`config.mk`:
```
export PLATFORM = sky130hd
export DESIGN_NAME = branch_predictor
export DESIGN_NICKNAME = d
export VERILOG_FILES = /design/src/rtl/bp_pkg.sv /design/src/rtl/btb_table.sv /design/src/rtl/branch_predictor.sv
export SDC_FILE = /design/constraint.sdc
export NUM_CORES = 2
export LEC_CHECK = 0
export CAP_MARGIN = 20
export CORE_ASPECT_RATIO = 1.25
export CORE_MARGIN = 10
export CORE_UTILIZATION = 40
export CTS_CLUSTER_SIZE = 30
export DETAILED_ROUTE_END_ITERATION = 10
export SLEW_MARGIN = 20
export SYNTH_ARGS = -nofsm -noshare
export SYNTH_HDL_FRONTEND = slang
export SYNTH_SLANG_ARGS = --single-unit
```
`constraint.sdc`:
```
create_clock -name clk -period 109.7 [get_ports clk]
set_input_delay 21.94 -clock clk [delete_from_list [all_inputs] [get_ports clk]]
set_output_delay 21.94 -clock clk [all_outputs]
set_load 0.01 [all_outputs]
```
`src/rtl/bp_pkg.sv`:
```
// +-----------------------------------------------------------------------+
// | bp_pkg: shared types and helpers for the BTB branch predictor.        |
// | Rev 1.0                                                               |
// +-----------------------------------------------------------------------+
`default_nettype none

package bp_pkg;

  localparam int BP_INDEX_BITS = 4;

  typedef enum logic [1:0] {
    CTR_SNT = 2'b00,
    CTR_WNT = 2'b01,
    CTR_WT  = 2'b10,
    CTR_ST  = 2'b11
  } bp_ctr_t;

  typedef struct packed {
    logic        valid;
    logic        pred_taken;
    logic [31:0] pred_target;
  } bp_slot_t;

  // Saturating 2-bit counter step toward the resolved outcome.
  function automatic bp_ctr_t ctr_next(input bp_ctr_t ctr, input logic taken);
    logic [1:0] c;
    c = ctr;
    if (taken) begin
      if (c != 2'b11) c = c + 2'd1;
    end else begin
      if (c != 2'b00) c = c - 2'd1;
    end
    return bp_ctr_t'(c);
  endfunction

endpackage

`default_nettype wire

```
`src/rtl/btb_table.sv`:
```
// +-----------------------------------------------------------------------+
// | btb_table: direct-mapped BTB storage, two combinational read ports,   |
// | one synchronous write port. Rev 1.0                                   |
// +-----------------------------------------------------------------------+
`default_nettype none

module btb_table
  import bp_pkg::*;
#(
  parameter int INDEX_BITS = BP_INDEX_BITS
) (
  input  logic                   clk,
  input  logic                   rst,
  input  logic [INDEX_BITS-1:0]  rd_idx_i,
  input  logic [29-INDEX_BITS:0] rd_tag_i,
  output logic                   rd_hit_o,
  output logic [1:0]             rd_ctr_o,
  output logic [31:0]            rd_target_o,
  input  logic [INDEX_BITS-1:0]  up_idx_i,
  input  logic [29-INDEX_BITS:0] up_tag_i,
  output logic                   up_hit_o,
  output logic [1:0]             up_ctr_o,
  output logic [31:0]            up_target_o,
  input  logic                   we_i,
  input  logic [INDEX_BITS-1:0]  wr_idx_i,
  input  logic [29-INDEX_BITS:0] wr_tag_i,
  input  logic [31:0]            wr_target_i,
  input  logic [1:0]             wr_ctr_i
);

  localparam int ENTRIES  = 1 << INDEX_BITS;
  localparam int TAG_BITS = 30 - INDEX_BITS;

  logic                valid_q  [ENTRIES];
  logic [TAG_BITS-1:0] tag_q    [ENTRIES];
  logic [31:0]         target_q [ENTRIES];
  logic [1:0]          ctr_q    [ENTRIES];

  always_ff @(posedge clk or posedge rst) begin
    if (rst) begin
      for (int i = 0; i < ENTRIES; i++) begin
        valid_q[i]  <= 1'b0;
        tag_q[i]    <= '0;
        target_q[i] <= '0;
        ctr_q[i]    <= CTR_WNT;
      end
    end else if (we_i) begin
      valid_q[wr_idx_i]  <= 1'b1;
      tag_q[wr_idx_i]    <= wr_tag_i;
      target_q[wr_idx_i] <= wr_target_i;
      ctr_q[wr_idx_i]    <= wr_ctr_i;
    end
  end

  // Reads see the pre-write contents; a same-cycle update lands on the next cycle.
  assign rd_hit_o    = valid_q[rd_idx_i] && (tag_q[rd_idx_i] == rd_tag_i);
  assign rd_ctr_o    = ctr_q[rd_idx_i];
  assign rd_target_o = target_q[rd_idx_i];

  assign up_hit_o    = valid_q[up_idx_i] && (tag_q[up_idx_i] == up_tag_i);
  assign up_ctr_o    = ctr_q[up_idx_i];
  assign up_target_o = target_q[up_idx_i];

endmodule

`default_nettype wire

```
`src/rtl/branch_predictor.sv`:
```
// +-----------------------------------------------------------------------+
// | branch_predictor: BTB lookup in Fetch, prediction tracking to Execute,|
// | mispredict detection and table training. Rev 1.0                      |
// +-----------------------------------------------------------------------+
`default_nettype none

module branch_predictor
  import bp_pkg::*;
#(
  parameter int INDEX_BITS = BP_INDEX_BITS
) (
  input  logic        clk,
  input  logic        rst,
  input  logic        Stall,
  input  logic [31:0] PCF,
  output logic        PredTakenF,
  output logic [31:0] PredTargetF,
  input  logic        BranchE,
  input  logic        TakenE,
  input  logic [31:0] TargetE,
  input  logic [31:0] PCE,
  output logic        MispredictE,
  output logic [31:0] RecoverPCE
);

  localparam int TAG_BITS = 30 - INDEX_BITS;

  logic                w_f_hit;
  logic [1:0]          w_f_ctr;
  logic [31:0]         w_f_target;
  logic                w_e_hit;
  logic [1:0]          w_e_ctr;
  logic [31:0]         w_e_target;
  logic                w_we;
  bp_ctr_t             w_wr_ctr;
  logic [31:0]         w_wr_target;
  logic                w_mispredict;
  logic                w_unused;

  bp_slot_t d_q, d_d;
  bp_slot_t e_q, e_d;

  assign w_unused = ^PCF[1:0];

  btb_table #(
    .INDEX_BITS (INDEX_BITS)
  ) u_btb (
    .clk         (clk),
    .rst         (rst),
    .rd_idx_i    (PCF[INDEX_BITS+1:2]),
    .rd_tag_i    (PCF[31:INDEX_BITS+2]),
    .rd_hit_o    (w_f_hit),
    .rd_ctr_o    (w_f_ctr),
    .rd_target_o (w_f_target),
    .up_idx_i    (PCE[INDEX_BITS+1:2]),
    .up_tag_i    (PCE[31:INDEX_BITS+2]),
    .up_hit_o    (w_e_hit),
    .up_ctr_o    (w_e_ctr),
    .up_target_o (w_e_target),
    .we_i        (w_we),
    .wr_idx_i    (PCE[INDEX_BITS+1:2]),
    .wr_tag_i    (PCE[31:INDEX_BITS+2]),
    .wr_target_i (w_wr_target),
    .wr_ctr_i    (w_wr_ctr)
  );

  assign PredTakenF  = w_f_hit & w_f_ctr[1];
  assign PredTargetF = w_f_target;

  always_comb begin
    w_mispredict = 1'b0;
    if (e_q.valid) begin
      if (BranchE) begin
        w_mispredict = (e_q.pred_taken != TakenE) ||
                       (e_q.pred_taken && TakenE && (e_q.pred_target != TargetE));
      end else begin
        w_mispredict = e_q.pred_taken;
      end
    end
  end

  assign MispredictE = w_mispredict;
  assign RecoverPCE  = TakenE ? TargetE : (PCE + 32'd4);

  // Hits train the counter; only taken misses allocate, starting weakly taken.
  always_comb begin
    w_we        = 1'b0;
    w_wr_ctr    = CTR_WT;
    w_wr_target = TargetE;
    if (e_q.valid && BranchE) begin
      if (w_e_hit) begin
        w_we        = 1'b1;
        w_wr_ctr    = ctr_next(bp_ctr_t'(w_e_ctr), TakenE);
        w_wr_target = TakenE ? TargetE : w_e_target;
      end else if (TakenE) begin
        w_we = 1'b1;
      end
    end
  end

  always_comb begin
    d_d = d_q;
    e_d = e_q;
    if (w_mispredict) begin
      d_d = '0;
      e_d = '0;
    end else if (Stall) begin
      e_d = '0;
    end else begin
      d_d.valid       = 1'b1;
      d_d.pred_taken  = PredTakenF;
      d_d.pred_target = PredTargetF;
      e_d             = d_q;
    end
  end

  always_ff @(posedge clk or posedge rst) begin
    if (rst) begin
      d_q <= '0;
      e_q <= '0;
    end else begin
      d_q <= d_d;
      e_q <= e_d;
    end
  end

endmodule

`default_nettype wire

```
* Word-level counts from Yosys, hierarchy flattened
Cells that the tools add are included.
Storage, ports and cells: register bits after elaboration 1044, input port bits 101, output and inout bits 66, word-level logic and storage cells 147
Operators by class: add/sub/neg operators 3, $lt $le $gt $ge 3, equality and inequality tests 6, multiplexer cells 53, bitwise operators 4, reductions and logical operators 8
Operators by type and width (number):
- 512-bit bitwise mux | 1
- 416-bit bitwise mux | 1
- 32-bit 2-to-1 mux | 9
- 32-bit binary-select mux with 4-bit select | 2
- 26-bit binary-select mux with 4-bit select | 2
- 34-bit 2-to-1 mux | 4
- 26-bit 2-to-1 mux | 5
- 32-bit demux with 4-bit select | 1
- 26-bit demux with 4-bit select | 1
- 26-bit == test | 2
- 32-bit by 3-bit adder with 32-bit output (second input constant) | 1
- 32-bit bitwise mux | 1
- 32-bit inequality test | 1
- 2-bit 2-to-1 mux | 10
- 2-bit binary-select mux with 4-bit select | 2
- 16-bit OR | 1
- 5-bit greater-or-equal comparator (second input constant) | 2
- 1-bit 2-to-1 mux | 10
- 4-bit inverter with 5-bit output | 2
- 1-bit binary-select mux with 4-bit select | 2
- 2-bit demux with 4-bit select | 1
- 1-bit logical AND | 6
- 5-bit by 1-bit < comparator with 1-bit output (second input constant) | 1
- 1-bit demux with 4-bit select | 1
- other kinds (8) | 8

* Longest topological paths before layout
word-level depth 10, gate-level depth with buffers 15, mapped depth without buffers 9

* Hierarchy
Synthesis repeated with hierarchy kept, for this count alone.
Unflattened totals: cell total of the unflattened synthesis 3678, area, all modules 56528.0 sq um
By module, submodules not included:
- btb_table | instances 1, cells each 3244, area an instance 52196.3 sq um, sequential area each 24443.4 sq um
- branch_predictor | instances 1, cells each 434, area an instance 4331.7 sq um, sequential area each 1701.6 sq um

* Worst setup path before layout
Ideal clock, no wire load.
kind input to output, start point input PCF[2], end point output PredTargetF[21], arrival 24907 ps, slack 62853 ps, cell stages on the path 7, cell sequence clkbuf_1 > buf_2 > buf_2 > buf_1 > buf_1 > mux4_2 > mux4_2
Between the ends: longest elaborated chain between the ends 4
Ends and longest elaborated chain:
- start, declared | line branch_predictor.sv:15 | input logic [31:0] PCF,
- 4-bit inverter with 5-bit output (not written as such) | line btb_table.sv:58 | assign rd_target_o = target_q[rd_idx_i];
- 32-bit binary-select mux with 4-bit select | line btb_table.sv:58
- 32-bit 2-to-1 mux (not written as such) (2 in series) | line btb_table.sv:58
- end, declared | line branch_predictor.sv:17 | output logic [31:0] PredTargetF,
Every way passes these cells. The select of a mux whose other input is x is not followed.

* Final worst setup path
start point input PCF[2], end point output PredTakenF
Between the ends: longest elaborated chain between the ends 7
Ends and longest elaborated chain:
- 4-bit inverter with 5-bit output (not written as such) (*) | line btb_table.sv:56, btb_table.sv:57
- 26-bit binary-select mux with 4-bit select | line btb_table.sv:56 | assign rd_hit_o = valid_q[rd_idx_i] && (tag_q[rd_idx_i] == rd_tag_i);
- 26-bit 2-to-1 mux (not written as such) (2 in series) | line btb_table.sv:56
- 26-bit == test | line btb_table.sv:56
- 1-bit logical AND | line btb_table.sv:56
- 1-bit AND (*) | line branch_predictor.sv:67 | assign PredTakenF = w_f_hit & w_f_ctr[1];
- end, declared | line branch_predictor.sv:16 | output logic PredTakenF,
Every way passes the cells marked *; elsewhere a longest branch is shown, timed or not. The select of a mux whose other input is x is not followed.

==> impl.org <==
** Status
- Run status :: finished, final reports clean

** Synthesis
- Cell taking the most area after synthesis :: sky130_fd_sc_hd__dfrtp_1
- Post-synth ARST share :: 100%
- By area the synthesized netlist is led by sky130_fd_sc_hd__dfrtp_1 (43%), sky130_fd_sc_hd__mux4_2 (20%), sky130_fd_sc_hd__mux2_4 (13%).
- Per-instance average area after synthesis :: 16.1 sq um
- Sequential elements use 44.0% of the synthesized area.
- Yosys reg bits :: 1044
- Main synth FF type :: sky130_fd_sc_hd__dfrtp_1
- The synthesized design contains 0 enable-type register cells.
- Share of the synthesized area in the top cell type :: 43.3%
- Mapped Area :: 59500 sq um
- In the synthesized netlist, the number of instances is 3705.
- The number of nets handed over by synthesis was 3811.
- Count of warnings emitted by yosys :: 0
- Distinct cells, synth :: 74

** Routing
- The first detailed-routing pass ran for 5 iterations.
- Signal routing reaches up to met4.
- Average detailed-routed wire length per instance :: 32.3 um
- Once detail routing completed, the nets flagged for antenna violations numbered 0.
- Met1 WL :: 80000 um
- Iteration-0 DRC Markers :: 3321
- Dividing the detail-routed via count by the number of cells gives 6.12.
- Met2 WL post-DR :: 86900 um
- DRC violation count after routing :: 0
- After detailed routing, the total wire length is 185000 um.
- Detailed routing inserted a total of 35100 vias.
- After detailed routing, the met3 layer carries 11400 um of wire.

** STA
- Pins over their slew limit :: 0
- Timing-limited maximum frequency :: 20.4 MHz
- Layout Skew :: 0.0608 ns
- Worst rel slew slack :: 23.2%
- Setup repair after global routing left no endpoint under its margin.
- The number of endpoints with negative hold slack in the final report came to 0.
- Setup violations remaining at the end of the flow were counted as 0.
- Tightest Pin Transition :: 1.15 ns
- Setup slack on the critical path of the routed design comes to 60.59 ns.
- After routing, the total negative slack on setup checks comes to 0 ns.
- The worst path uses 44.8% of the clock period.
- The worst path in the final design needs a cycle of 49.11 ns, including I/O delays and setup.

** Clocking
- Number of levels the H-tree was split into :: 3
- Post-CTS setup-driven buffer insertion count :: 0
- Root buffer cell :: sky130_fd_sc_hd__clkbuf_16
- TritonCTS buffer count :: 112
- The longest clock path from root to sink contains 3 buffers.
- Hold repair after CTS inserted 0 buffers.
- Worst-Skew Late Latency :: 0.75 ns
- Post-CTS Resized :: 0
- Number of sinks driven by the clock tree :: 1044
- TritonCTS clock tree :: done
- Clock-pin slew reported for the worst setup and hold paths after clock tree synthesis :: 0.06 ns

** Global routing
- The first global-routing pass estimated 271000 um of wire.
- Largest net degree at the start of global routing :: 161
- Initial antenna violation count :: 9
- Summed over all layers, the global routing overflow is 0.
- Overall track demand over capacity in global routing :: 22.3%
- Via count of the first global-routing pass :: 36800

** Power
- Switching Share :: 26.8%
- Peak supply drop :: 12.8 uV
- P per Cell Area :: 16.0 nW/um^2
- The analysis attributes to net switching a power of 0.000282 W.
- The completed layout was analyzed and its total power is 0.00105 W.
- Share of power burned in combinational logic :: 18.0%
- Registers are responsible for 44.1% of the overall power.
- Internal power comes to 0.000770 W.
- Standby leakage power :: 29.2 nW
- The share of total power dissipated in the clock network is 38.0%.

** Critical path
- By startpoint and endpoint, the worst setup path is classified as in2out.
- Max stage delay cell, worst path :: sky130_fd_sc_hd__buf_4
- Arrival time at the worst endpoint :: 27.17 ns
- Total stage count of the critical path :: 10
- Capture point of the worst reg-to-reg path :: u_btb.target_q[311]$_DFFE_PP0P_
- Critical path endpoint :: PredTakenF
- Type of element capturing the critical path :: output port
- In this run the worst path has a maximum fanout of 56.
- Launch point of the worst reg-to-reg path :: u_btb.tag_q[19]$_DFFE_PP0P_
- Crit-path leading delay family :: buffers and inverters
- Worst reg2reg setup slack :: 103.78 ns
- In this design, the stage delay of the slowest critical-path cell is 0.81 ns.
- Measured in cells, the most critical reg-to-reg path has a length of 12.
- Data required, critical path :: 87.76 ns
- Buffering stage count on the worst path with inverters included :: 4
- Traced cell by cell, the critical path runs through buf_8 > buf_4 > buf_4 > mux4_2 > mux4_2 > xnor2_1 > nand4_1 > nor2_1 > and4_1 > clkdlybuf4s50_1.
- Worst setup path startpoint :: PCF[2]
- Critical Path Start Type :: input pin

** Layout
- Of the cells placed in the final design, the portion with a size suffix greater than 1 is 49.1%.
- Leading cell type in the layout, fill and taps excluded :: sky130_fd_sc_hd__dfrtp_1
- The sequential cells in the finished layout cover a total of 26100 sq um.
- At the end of the flow the core is filled with cells to 44.3%.
- The final layout contains 3824 nets.
- Finished Cell Area :: 65600 sq um
- Area overhead of the layout relative to synthesis :: 10.4%
- Area of the multi-input gates :: 30700 sq um
- Commonest cells after routing, fill and taps aside :: sky130_fd_sc_hd__dfrtp_1 (1028), sky130_fd_sc_hd__mux4_2 (523), sky130_fd_sc_hd__mux2_4 (522)
- Layout fillers :: 13000

** Hold path
- Along the worst hold path, the cell count comes to 1.
- In this run the worst hold path is classified as reg2reg.

** Place
- Timing analysis after detailed placement gives a worst setup slack of 60.36 ns.
- In this run the tool buffered the top-level ports with 164 buffer cells.
- The placed instances occupy a cell area of 61700 sq um.
- Summed over all nets, the half-perimeter wirelength after detailed placement is 110000 um.
- Global placer's final weighted congestion :: 0.934

** Flow run
- Across the run, the number of max-cap violations was 0.

** Floorplanning
- Core footprint :: 148000 sq um
- Measured along the x axis, the die boundary spans 365 um.
- Placement row count :: 158
- 167 I/O pins were placed.
- Once the floorplan was initialized, standard cells occupied 40.2% of the core.
- Die footprint :: 165000 sq um
- The die is 451 um tall.
==> cell usage after synthesis (36+ instances only) <==
library cell                  n
sky130_fd_sc_hd__nor2_1      55
sky130_fd_sc_hd__mux2_2     471
sky130_fd_sc_hd__buf_1       49
sky130_fd_sc_hd__buf_2       54
sky130_fd_sc_hd__mux2_4     522
sky130_fd_sc_hd__dfrtp_1   1028
sky130_fd_sc_hd__mux4_2     523
sky130_fd_sc_hd__and2_1      36
sky130_fd_sc_hd__o21ai_0     49
sky130_fd_sc_hd__buf_6       44
sky130_fd_sc_hd__xor2_1      54
sky130_fd_sc_hd__nand2_1     85
sky130_fd_sc_hd__xnor2_1     51
sky130_fd_sc_hd__buf_12      50
sky130_fd_sc_hd__mux2i_1    138
sky130_fd_sc_hd__clkbuf_1   144
==> layout make-up <==
class	instances	share of cell area, %
Multi-Input combinational cell	2280	46.7
Sequential cell	1044	39.8
Clock buffer	170	5.16
Timing Repair Buffer	258	3.70
Tap cell	1920	3.66
Clock inverter	39	0.761
Inverter	22	0.141
Antenna cell	1	0.00381
==> power by group through the flow <==
stage	logic [W]	clock network, W	registers, W
floorplan	0.000141	0	0.000459
global placement	0.000187	0	0.000466
detailed placement	0.000190	0	0.000469
CTS	0.000190	0.000407	0.000463
global route	0.000201	0.000421	0.000469
finish	0.000189	0.000399	0.000464
==> per-layer routing <==
metal  up-vias  track usage [%]
li1      14200                -
met2      1230             35.0
met3       290             3.96
met1     19400             30.9
met4         0             7.98
met5         -                0
==> flip-flops by register name (all words and copies together), names as in the netlist <==
name	count
u_btb.ctr_q	32
e_q	34
u_btb.target_q	512
u_btb.valid_q	16
u_btb.tag_q	416
d_q	34
==> kinds of logic after synthesis <==
family	Yosys count	synth area share, %
AO/OA/AOI/OAI	176	2.05
XOR/XNOR	105	1.55
adder cells (fa/ha/maj)	5	0.105
buffers and inverters	381	4.56
flip-flops	1044	44.0
multiplexers	1673	44.7
AND/OR/NAND/NOR	321	3.11
==> per-stage QoR <==
stage                     hold slack, ns  std cells
after floorplan                    0.451       3705
after global placement             0.461       5522
after detailed placement           0.467       5524
after CTS                          0.479       5733
after global routing               0.501       5733
final                              0.476       5734
==> how the worst min path moves through the flow <==
| stage | start | to | slack (ns) |
|---|---|---|---|
| after floorplan | u_btb.valid_q[13]$_DFFE_PP0P_ | u_btb.valid_q[13]$_DFFE_PP0P_ | 0.45 |
| after global placement | d_q[2]$_DFFE_PP0P_ | e_q[2]$_DFF_PP0_ | 0.46 |
| after detailed placement | d_q[7]$_DFFE_PP0P_ | e_q[7]$_DFF_PP0_ | 0.47 |
| after CTS | d_q[18]$_DFFE_PP0P_ | e_q[18]$_DFF_PP0_ | 0.48 |
| after global routing | d_q[9]$_DFFE_PP0P_ | e_q[9]$_DFF_PP0_ | 0.50 |
| final | d_q[7]$_DFFE_PP0P_ | e_q[7]$_DFF_PP0_ | 0.48 |
Note: power is estimated with default switching activity, not from simulation.
